<file path="src/rtl/axi_mm2s_fifo.sv">
// AXI4 read slave serving bursts from a buffered AXI-Stream input.
// One R beat consumes one stream word; optional timeout turns underflow into SLVERR beats.
module axi_mm2s_fifo #(
    parameter int unsigned DATA_WIDTH     = 32,
    parameter int unsigned ADDR_WIDTH     = 32,
    parameter int unsigned ID_WIDTH       = 8,
    parameter int unsigned FIFO_DEPTH     = 16,
    parameter int unsigned UNDERFLOW_MODE = 0,
    parameter int unsigned TIMEOUT_CYCLES = 256
) (
    input  logic                          axi_clk,
    input  logic                          axi_resetn,
    input  logic [ID_WIDTH-1:0]           s_axi_arid,
    input  logic [ADDR_WIDTH-1:0]         s_axi_araddr,
    input  logic [7:0]                    s_axi_arlen,
    input  logic                          s_axi_arvalid,
    output logic                          s_axi_arready,
    output logic [ID_WIDTH-1:0]           s_axi_rid,
    output logic [DATA_WIDTH-1:0]         s_axi_rdata,
    output logic [1:0]                    s_axi_rresp,
    output logic                          s_axi_rlast,
    output logic                          s_axi_rvalid,
    input  logic                          s_axi_rready,
    input  logic                          s_axis_tvalid,
    output logic                          s_axis_tready,
    input  logic [DATA_WIDTH-1:0]         s_axis_tdata,
    input  logic                          s_axis_tlast,
    input  logic [DATA_WIDTH/8-1:0]       s_axis_tkeep,
    output logic [$clog2(FIFO_DEPTH):0]   fifo_level,
    output logic [15:0]                   err_count
);
    localparam int unsigned PTR_W = $clog2(FIFO_DEPTH);
    localparam int unsigned LVL_W = PTR_W + 1;
    localparam int unsigned CNT_W = 9;
    localparam int unsigned TMO_W = 16;
    localparam logic [1:0]  RESP_OKAY   = 2'b00;
    localparam logic [1:0]  RESP_SLVERR = 2'b10;

    typedef enum logic {S_IDLE, S_BURST} state_e;

    state_e                state_q, state_d;
    logic [ID_WIDTH-1:0]   id_q, id_d;
    logic [CNT_W-1:0]      cnt_q, cnt_d;
    logic [TMO_W-1:0]      tmo_q, tmo_d;
    logic                  err_q, err_d;
    logic [15:0]           errc_q, errc_d;
    logic [PTR_W-1:0]      wr_ptr_q, wr_ptr_d, rd_ptr_q, rd_ptr_d;
    logic [LVL_W-1:0]      lvl_q, lvl_d;
    logic [DATA_WIDTH-1:0] mem_q [FIFO_DEPTH];

    logic full, empty, idle, push, pop, ar_hs, r_hs, rvalid;
    logic unused_ok;

    assign unused_ok = ^{s_axi_araddr, s_axis_tlast, s_axis_tkeep};

    assign full   = (lvl_q == LVL_W'(FIFO_DEPTH));
    assign empty  = (lvl_q == '0);
    assign idle   = (state_q == S_IDLE);
    assign rvalid = (state_q == S_BURST) && (!empty || err_q);
    assign ar_hs  = s_axi_arvalid && idle;
    assign r_hs   = rvalid && s_axi_rready;
    assign push   = s_axis_tvalid && !full;
    assign pop    = r_hs && !err_q;

    // Ready outputs are forced low while reset is held; R channel is zero whenever not valid.
    assign s_axi_arready = axi_resetn && idle;
    assign s_axis_tready = axi_resetn && !full;
    assign s_axi_rvalid  = rvalid;
    assign s_axi_rid     = rvalid ? id_q : '0;
    assign s_axi_rdata   = (rvalid && !err_q) ? mem_q[rd_ptr_q] : '0;
    assign s_axi_rresp   = (rvalid && err_q) ? RESP_SLVERR : RESP_OKAY;
    assign s_axi_rlast   = rvalid && (cnt_q == CNT_W'(1));
    assign fifo_level    = lvl_q;
    assign err_count     = errc_q;

    // FIFO pointer and occupancy update.
    always_comb begin
        wr_ptr_d = wr_ptr_q;
        rd_ptr_d = rd_ptr_q;
        if (push) wr_ptr_d = wr_ptr_q + PTR_W'(1);
        if (pop)  rd_ptr_d = rd_ptr_q + PTR_W'(1);
        lvl_d = lvl_q + LVL_W'(push) - LVL_W'(pop);
    end

    // Burst sequencing and underflow timeout.
    always_comb begin
        state_d = state_q;
        id_d    = id_q;
        cnt_d   = cnt_q;
        tmo_d   = tmo_q;
        err_d   = err_q;
        errc_d  = errc_q;
        case (state_q)
            S_IDLE: begin
                if (ar_hs) begin
                    id_d    = s_axi_arid;
                    cnt_d   = CNT_W'(s_axi_arlen) + CNT_W'(1);
                    tmo_d   = '0;
                    err_d   = 1'b0;
                    state_d = S_BURST;
                end
            end
            S_BURST: begin
                if (r_hs) begin
                    cnt_d = cnt_q - CNT_W'(1);
                    tmo_d = '0;
                    if (err_q) begin
                        err_d = 1'b0;
                        if (errc_q != 16'hFFFF) errc_d = errc_q + 16'd1;
                    end
                    if (cnt_q == CNT_W'(1)) state_d = S_IDLE;
                end else if ((UNDERFLOW_MODE != 0) && empty && !err_q) begin
                    tmo_d = tmo_q + TMO_W'(1);
                    if (tmo_q == TMO_W'(TIMEOUT_CYCLES - 1)) err_d = 1'b1;
                end
            end
            default: state_d = S_IDLE;
        endcase
    end

    always_ff @(posedge axi_clk or negedge axi_resetn) begin
        if (!axi_resetn) begin
            state_q  <= S_IDLE;
            id_q     <= '0;
            cnt_q    <= '0;
            tmo_q    <= '0;
            err_q    <= 1'b0;
            errc_q   <= '0;
            wr_ptr_q <= '0;
            rd_ptr_q <= '0;
            lvl_q    <= '0;
        end else begin
            state_q  <= state_d;
            id_q     <= id_d;
            cnt_q    <= cnt_d;
            tmo_q    <= tmo_d;
            err_q    <= err_d;
            errc_q   <= errc_d;
            wr_ptr_q <= wr_ptr_d;
            rd_ptr_q <= rd_ptr_d;
            lvl_q    <= lvl_d;
        end
    end

    // Storage needs no reset: contents are only visible once the level says so.
    always_ff @(posedge axi_clk) begin
        if (push) mem_q[wr_ptr_q] <= s_axis_tdata;
    end

endmodule

</file>
<file path="config.mk">
export PLATFORM = sky130hd
export DESIGN_NAME = axi_mm2s_fifo
export DESIGN_NICKNAME = d
export VERILOG_FILES = /design/src/rtl/axi_mm2s_fifo.sv
export SDC_FILE = /design/constraint.sdc
export NUM_CORES = 1
export LEC_CHECK = 0
export CAP_MARGIN = 20
export CORE_ASPECT_RATIO = 2
export CORE_MARGIN = 4
export CORE_UTILIZATION = 50
export CTS_CLUSTER_DIAMETER = 30
export DETAILED_ROUTE_END_ITERATION = 16
export PLACE_DENSITY = 0.7
export REMOVE_ABC_BUFFERS = 1
export SETUP_SLACK_MARGIN = 0.5
export SYNTH_ARGS = -nofsm -noshare
export SYNTH_HDL_FRONTEND = slang
export SYNTH_SLANG_ARGS = --single-unit
</file>
<file path="constraint.sdc">
create_clock -name axi_clk -period 5 [get_ports axi_clk]
set_input_delay 1.25 -clock axi_clk [delete_from_list [all_inputs] [get_ports axi_clk]]
set_output_delay 1.25 -clock axi_clk [all_outputs]
set_load 0.05 [all_outputs]
</file>
==> out/metrics.csv, run 1 <==
stage,metric,value,unit
global_route,GRT Util Overall,0.204,
synthesis,register area share after synthesis,0.748,
power,Internal,10.2,mW
clock_tree,# clock sinks,543,
setup_path,R2R Setup Slk,2.08,ns
clock_tree,CTS root buf,clkbuf_16,
setup_path,WP data required,3.75,ns
global_route,Congestion Overflow GR,0,
global_route,antenna violations before repair,3,
layout,nets,1321,
setup_path,crit path max fanout,13,
route,drt drc,0,
layout,footprint of the multi-input gates,5140,sq um
route,routed vias,10700,
sta,Slew @ Worst Pin,0.997,ns
power,leak pwr,8.50,nW
synthesis,top_reg_cell synth,edfxtp_1,
synthesis,mux contribution to synthesized area,0.149,
power,Gate power share,0.367,
sta,# setup viols final,0,
route,Initial DRT Pass Iterations,5,
route,Max Used Layer,met5,
power,Clk pwr share,0.259,
placed_design,dpl cells,1700,
layout,"commonest non-fill, non-tap cell in the layout",edfxtp_1,
layout,Finished Layout Cells,1805,
setup_path,Crit. End Element,output pin,
clock_tree,"Hold-fix buffers, CTS",0,
sta,Slew HR,0.334,
layout,post-layout instance area,25600,sq um
clock_tree,CTS Buffer Depth,3,
power,Tot Pwr,15.8,mW
placed_design,DP HPWL,26900,um
layout,Syn-to-layout area delta,18.5,%
synthesis,Synth Cell Area,21600,sq um
synthesis,Post-synth EDFFs,512,
route,wire length per cell,25.9,um
floorplanning,Initial Util,0.506,
floorplanning,Die ar.,46800,sq um
floorplanning,Die Ht,302,um
sta,Slew Limit Fails,0,
synthesis,syn avg cell area,20.4,sq um
sta,fin crit period,4.40,ns
route,DR WL met3,2890,um
clock_tree,total CTS buffers,55,
layout,final core utilization,0.599,
run,maxcap violations,0,
synthesis,Synth Area in Compound Gates,0.0311,
floorplanning,io pins,157,
hold_path,Min-Delay Path Depth,2,
floorplanning,# rows,107,
sta,skew final,0.0205,ns
sta,Final Hold Violating Endpoints,0,
floorplanning,die width,155,um
global_route,number of global-route vias before repair,11500,
synthesis,adder and majority gate portion of the synthesized area,0.00846,
power,VDD IR max,0.389,mV
synthesis,Synth Area in XOR/XNOR,0.00689,
placed_design,RD Place Congestion,0.764,
global_route,largest net degree at the start of global routing,36,
synthesis,Netlist cell types,45,
sta,final worst path period share,0.879,
route,initial drt markers,791,
hold_path,Worst Hold Class,reg2reg,
setup_path,WP data arrival,3.15,ns
synthesis,Mapped Cells,1059,
power,Seq pwr share,0.374,
placed_design,Port Buffers,101,
power,ratio of total power to cell area,618,nW/um^2
synthesis,Simple-Gate Fraction of Synth Area,0.0329,
synthesis,largest family of logic cells by synthesized area,multiplexers,
route,routed wl met2,25300,um
synthesis,Post-synth ARST share,0.0571,
hold_path,HP Start,id_q[6]$_DFFE_PN0P_,
layout,sequential cell area,16200,sq um
layout,"commonest cells after routing, fill and taps aside","edfxtp_1, mux4_2, clkdlybuf4s50_1",
placed_design,Placed Area,23700,sq um
setup_path,CP startpoint kind,flop,
sta,hold_ws,0.475,ns
power,Sw Ratio,0.356,
route,DRT Wirelength,46700,um
route,met1 wire length,17400,um
route,Routed Antenna Nets,0,
clock_tree,Worst-Skew Late Latency,0.59,ns
layout,fill count,2988,
setup_path,reg2reg path depth,11,
synthesis,Ys Warns,0,
layout,layout cell share with drive strength beyond 1,0.245,
setup_path,Reg-to-Reg End,fifo_level[4]$_DFF_PN0_,
clock_tree,Clock Pin Slew Worst Setup and Hold Paths,0.06,ns
floorplanning,Core Region,42700,sq um
outcome,status,completed,
sta,Fmax,227,MHz
synthesis,"FF+latch count, synth",543,
power,switching power,5.63,mW
setup_path,RR Startpoint,fifo_level[3]$_DFF_PN0_,
hold_path,WHS Endpoint,id_q[6]$_DFFE_PN0P_,
setup_path,critical path class,reg2out,
global_route,global-route wire length before repair,71000,um
sta,RSZ-0062 raised after global routing,no,
route,Avg Vias per Cell,5.95,
clock_tree,CTS H-tree lvls,2,
clock_tree,CTS tree,done,
## how the worst max path moves through the flow
stage | slack [ns] | from | end
after floorplan | -2.35 | rd_ptr_q[1]$_DFFE_PN0P_ | s_axi_rdata[0]
after global placement | 0.61 | fifo_level[3]$_DFF_PN0_ | s_axi_rdata[21]
after detailed placement | 0.60 | fifo_level[2]$_DFF_PN0_ | s_axi_rdata[21]
after CTS | 0.47 | rd_ptr_q[0]$_DFFE_PN0P_ | s_axi_rdata[22]
after global routing | 0.50 | rd_ptr_q[0]$_DFFE_PN0P_ | s_axi_rdata[3]
final | 0.60 | rd_ptr_q[0]$_DFFE_PN0P_ | s_axi_rdata[3]
## registers in the layout, indices dropped and copies added, names as in the netlist
| signal | count |
|---|---|
| cnt_q | 9 |
| fifo_level | 5 |
| state_q | 1 |
| mem_q | 512 |
| id_q | 8 |
| wr_ptr_q | 4 |
| rd_ptr_q | 4 |
## layer usage
layer,GRT usage,up-vias
li1,-,4623
met1,0.253,5668
met2,0.367,371
met3,0.0377,82
met4,0.0579,4
met5,0,-
## critical path, cell delays in order (launching register included)
cell	delay [ns]
dfrtp_4	0.65
buf_4	0.27
mux4_2	0.50
nor2b_1	0.14
a211oi_1	0.21
a211oi_1	0.08
clkdlybuf4s50_1	0.71
## cell usage after synthesis (13+ instances only)
cell type,number,share of area
mux2i_1,33,0.015
o21ai_0,13,0.0030
nor2b_1,36,0.010
a211oi_1,64,0.022
edfxtp_1,512,0.71
dfrtp_1,31,0.036
clkbuf_1,19,0.0033
ha_1,13,0.0075
nand2_1,42,0.0073
nor2_1,18,0.0031
mux4_2,128,0.13
buf_4,26,0.0090
buf_2,27,0.0063
## stage by stage
step | worst slack [ns] | setup TNS, ns
2_1_floorplan | -2.35 | -75.21
3_3_place_gp | 0.607 | 0
3_5_place_dp | 0.598 | 0
4_1_cts | 0.473 | 0
5_1_grt | 0.502 | 0
6_report | 0.604 | 0
## cell type report
| class | count | share of cell area |
|---|---|---|
| Timing Repair Buffer | 163 | 0.0670 |
| Tap cell | 545 | 0.0266 |
| Inverter | 12 | 0.00176 |
| Clock buffer | 59 | 0.0552 |
| Antenna cell | 1 | 0.0000978 |
| Clock inverter | 40 | 0.0169 |
| Multi-Input combinational cell | 442 | 0.201 |
| Sequential cell | 543 | 0.632 |
## power by group through the flow
stage / logic (mW) / clock network [mW] / registers (mW)
finish: 5.81 / 4.10 / 5.91
global route: 6.21 / 4.38 / 5.96
CTS: 5.91 / 4.18 / 5.92
detailed placement: 5.83 / 0 / 6.09
global placement: 5.78 / 0 / 6.06
floorplan: 3.92 / 0 / 6.37
## repair_timing
item	4_1_cts	5_1_grt
hold endpoints to repair	0	0
setup endpoints to repair	34	6
gates cloned	0	0
resized for setup	31	8
buffers inserted	5	0
## cell families after synthesis
kind of cell | Yosys count
simple gates | 136
mux | 162
xor+xnor | 17
compound gates | 95
other cells | 1
fa+ha+maj | 14
flops | 543
buf+inv | 91
Power figures use the tool's default switching activity.
==> run 2: changes to the inputs <==
--- a/config.mk
+++ b/config.mk
@@ -11,9 +11,11 @@
 export CORE_UTILIZATION = 50
 export CTS_CLUSTER_DIAMETER = 30
 export DETAILED_ROUTE_END_ITERATION = 16
+export GPL_ROUTABILITY_DRIVEN = 0
 export PLACE_DENSITY = 0.7
 export REMOVE_ABC_BUFFERS = 1
 export SETUP_SLACK_MARGIN = 0.5
+export SKIP_LAST_GASP = 1
 export SYNTH_ARGS = -nofsm -noshare
 export SYNTH_HDL_FRONTEND = slang
 export SYNTH_SLANG_ARGS = --single-unit
==> results of run 2 <==
The final DEF is identical to that of run 1; final timing and power are the same.
==> run 3: changes to the inputs <==
--- a/config.mk
+++ b/config.mk
@@ -11,8 +11,8 @@
 export CORE_UTILIZATION = 50
 export CTS_CLUSTER_DIAMETER = 30
 export DETAILED_ROUTE_END_ITERATION = 16
+export DONT_BUFFER_PORTS = 1
 export GPL_ROUTABILITY_DRIVEN = 0
-export PLACE_DENSITY = 0.7
 export REMOVE_ABC_BUFFERS = 1
 export SETUP_SLACK_MARGIN = 0.5
 export SKIP_LAST_GASP = 1
==> constraint.sdc (replaced) <==
create_clock -name axi_clk -period 5.5 [get_ports axi_clk]
set_input_delay 1.375 -clock axi_clk [delete_from_list [all_inputs] [get_ports axi_clk]]
set_output_delay 1.375 -clock axi_clk [all_outputs]
set_load 0.01 [all_outputs]
==> run 3 against run 2 <==
  * Global-route usage fell by 0.52 points
  * Wire length fell by 2.8%
  * Largest power group unchanged
  * Highest routed layer is now met4
  * Die area did not move
  * Worst hold slack barely moved
  * Largest cell class unchanged
==> out/metrics.csv, run 3 (synthesis gave the netlist of run 1 again) <==
stage,metric,value,unit,change
layout,largest registers,"mem_q (512), cnt_q (9), id_q (8)",,
setup_path,WP data arrival,3.21,ns,+0.06 ns
global_route,largest net degree at the start of global routing,64,,+78%
layout,nets,1197,,-9.4%
layout,max FFs per register,512,,unchanged
sta,fin crit period,4.58,ns,
layout,sequential cell area,16200,sq um,about the same
floorplanning,Initial Util,0.506,,unchanged
sta,Slew Limit Fails,0,,unchanged
route,Initial DRT Pass Iterations,4,,-1
sta,RSZ-0062 raised after global routing,no,,
clock_tree,total CTS buffers,58,,+5.5%
route,initial drt markers,735,,-7.1%
clock_tree,setup bufs post-CTS,0,,-5
clock_tree,Worst-Skew Late Latency,0.60,ns,about the same
clock_tree,Clock Pin Slew Worst Setup and Hold Paths,0.06,ns,about the same
hold_path,Worst Hold Class,in2async,,
setup_path,Crit path max-delay family,flip-flops,,
setup_path,CP dominant cell by count,a211oi_1,,
setup_path,crit-path cells,"buf_12, mux4_2, nor2b_1, a211oi_1, a211oi_1",,
setup_path,CP startpoint,rd_ptr_q[0]$_DFFE_PN0P_,,
sta,Slew HR,0.338,,+0.00427
sta,Fmax,218,MHz,
setup_path,CP max-delay cell,dfrtp_4,,
route,routed vias,10100,,-6.5%
setup_path,crit path max fanout,35,,+22
sta,Slew @ Worst Pin,0.992,ns,-0.00435 ns
power,ratio of total power to cell area,537,nW/um^2,-13%
global_route,antenna violations before repair,0,,-3
global_route,GRT Util Overall,0.199,,-0.00517
sta,skew final,0.0162,ns,-0.00434 ns
sta,final worst path period share,0.834,,
clock_tree,post-CTS sizing,0,,-100%
setup_path,RR Startpoint,fifo_level[2]$_DFF_PN0_,,
clock_tree,CTS tree,done,,
clock_tree,CTS Buffer Depth,3,,unchanged
floorplanning,io pins,157,,unchanged
global_route,global-route wire length before repair,69000,um,-3.0%
floorplanning,die width,155,um,unchanged
floorplanning,Die Ht,302,um,unchanged
route,Avg Vias per Cell,5.96,,about the same
layout,fill count,3169,,+6.1%
layout,"commonest non-fill, non-tap cell in the layout",edfxtp_1,,
floorplanning,Core Region,42700,sq um,unchanged
route,Routed Antenna Nets,0,,unchanged
outcome,status,completed,,
clock_tree,CTS H-tree lvls,2,,unchanged
sta,# setup viols final,0,,unchanged
placed_design,pre-CTS setup slack,1.50,ns,+0.905 ns
layout,layout cell share with drive strength beyond 1,0.251,,+0.00667
run,maxcap violations,0,,unchanged
layout,Reg with most FFs,mem_q,,
setup_path,Crit path largest cell delay,0.92,ns,+0.21 ns
floorplanning,Die ar.,46800,sq um,unchanged
floorplanning,# rows,107,,unchanged
route,wire length per cell,26.9,um,+4.0%
sta,hold_ws,0.476,ns,+0.000206 ns
placed_design,Port Buffers,0,,-100%
sta,Final Hold Violating Endpoints,0,,unchanged
layout,antenna diode count,0,,-1
power,leak pwr,7.92,nW,-6.8%
setup_path,CP startpoint kind,flop,,
global_route,number of global-route vias before repair,11000,,-3.7%
power,Tot Pwr,13.1,mW,-17%
layout,Syn-to-layout area delta,13.1,%,
layout,final core utilization,0.572,,-0.0273
setup_path,Crit. End Element,output pin,,
clock_tree,"Hold-fix buffers, CTS",0,,unchanged
global_route,Congestion Overflow GR,0,,unchanged
route,DRT Wirelength,45400,um,-2.8%
layout,footprint of the multi-input gates,5120,sq um,-0.37%
route,drt drc,0,,unchanged
placed_design,DP HPWL,25900,um,-3.7%
clock_tree,CTS root buf,clkbuf_16,,
layout,"commonest cells after routing, fill and taps aside","edfxtp_1, mux4_2, a211oi_1",,
clock_tree,# clock sinks,543,,unchanged
setup_path,critical path class,reg2out,,
power,VDD IR max,0.530,mV,+36%
setup_path,WP data required,4.12,ns,+0.37 ns
setup_path,CP bufs+invs,1,,-1
sta,final worst slack,0.915,ns,+0.312 ns
run 3: worst register-to-register path, stage by stage (launching register included):
cell,delay [ns]
dfrtp_1,0.43
inv_1,0.09
ha_1,0.21
nand2_1,0.07
nor3_1,0.05
nor2b_1,0.12
buf_4,0.17
nand2_1,0.22
nor2_4,0.75
buf_4,0.44
run 3: metrics by stage:
step,area (sq um),TNS (ns),cells
after floorplan,21200,-35.95,997
after global placement,22300,0,1578
after detailed placement,22300,0,1578
after CTS,24400,0,1687
after global routing,24400,0,1687
final,24400,0,1687
run 3: cell type report:
| type | count | area share |
|---|---|---|
| Sequential cell | 543 | 0.662 |
| Multi-Input combinational cell | 442 | 0.210 |
| Clock buffer | 69 | 0.0628 |
| Tap cell | 545 | 0.0279 |
| Clock inverter | 40 | 0.0223 |
| Timing Repair Buffer | 36 | 0.0136 |
| Inverter | 12 | 0.00184 |
run 3: power breakdown:
group | total, mW | switching, mW | internal, mW
sequential | 5.52 | 0.490 | 5.03
combinational | 3.46 | 1.86 | 1.60
clock | 4.13 | 1.66 | 2.46
run 3: path summary, 6_finish.rpt:
kind / to / slack (ns) / cells after the start
worst max-delay path: s_axi_rdata[5] / 0.92 / 5
worst min-delay path: cnt_q[4]$_DFFE_PN0P_ / 0.48 / 0
worst max register to register: mem_q[10][7]$_DFFE_PP_ / 2.58 / 9
worst min register to register: id_q[2]$_DFFE_PN0P_ / 0.48 / 2
max in group asynchronous: rd_ptr_q[0]$_DFFE_PN0P_ / 4.92 / 0
min in group axi_clk: id_q[2]$_DFFE_PN0P_ / 0.48 / 2
run 3: routing by layer:
metal  vias up  wire (um)  track usage
li1       4378          -            -
met1      5358      16900        0.237
met2       247      25000        0.366
met3        68       2360       0.0378
met4         0       1200       0.0573
met5         -          0            0
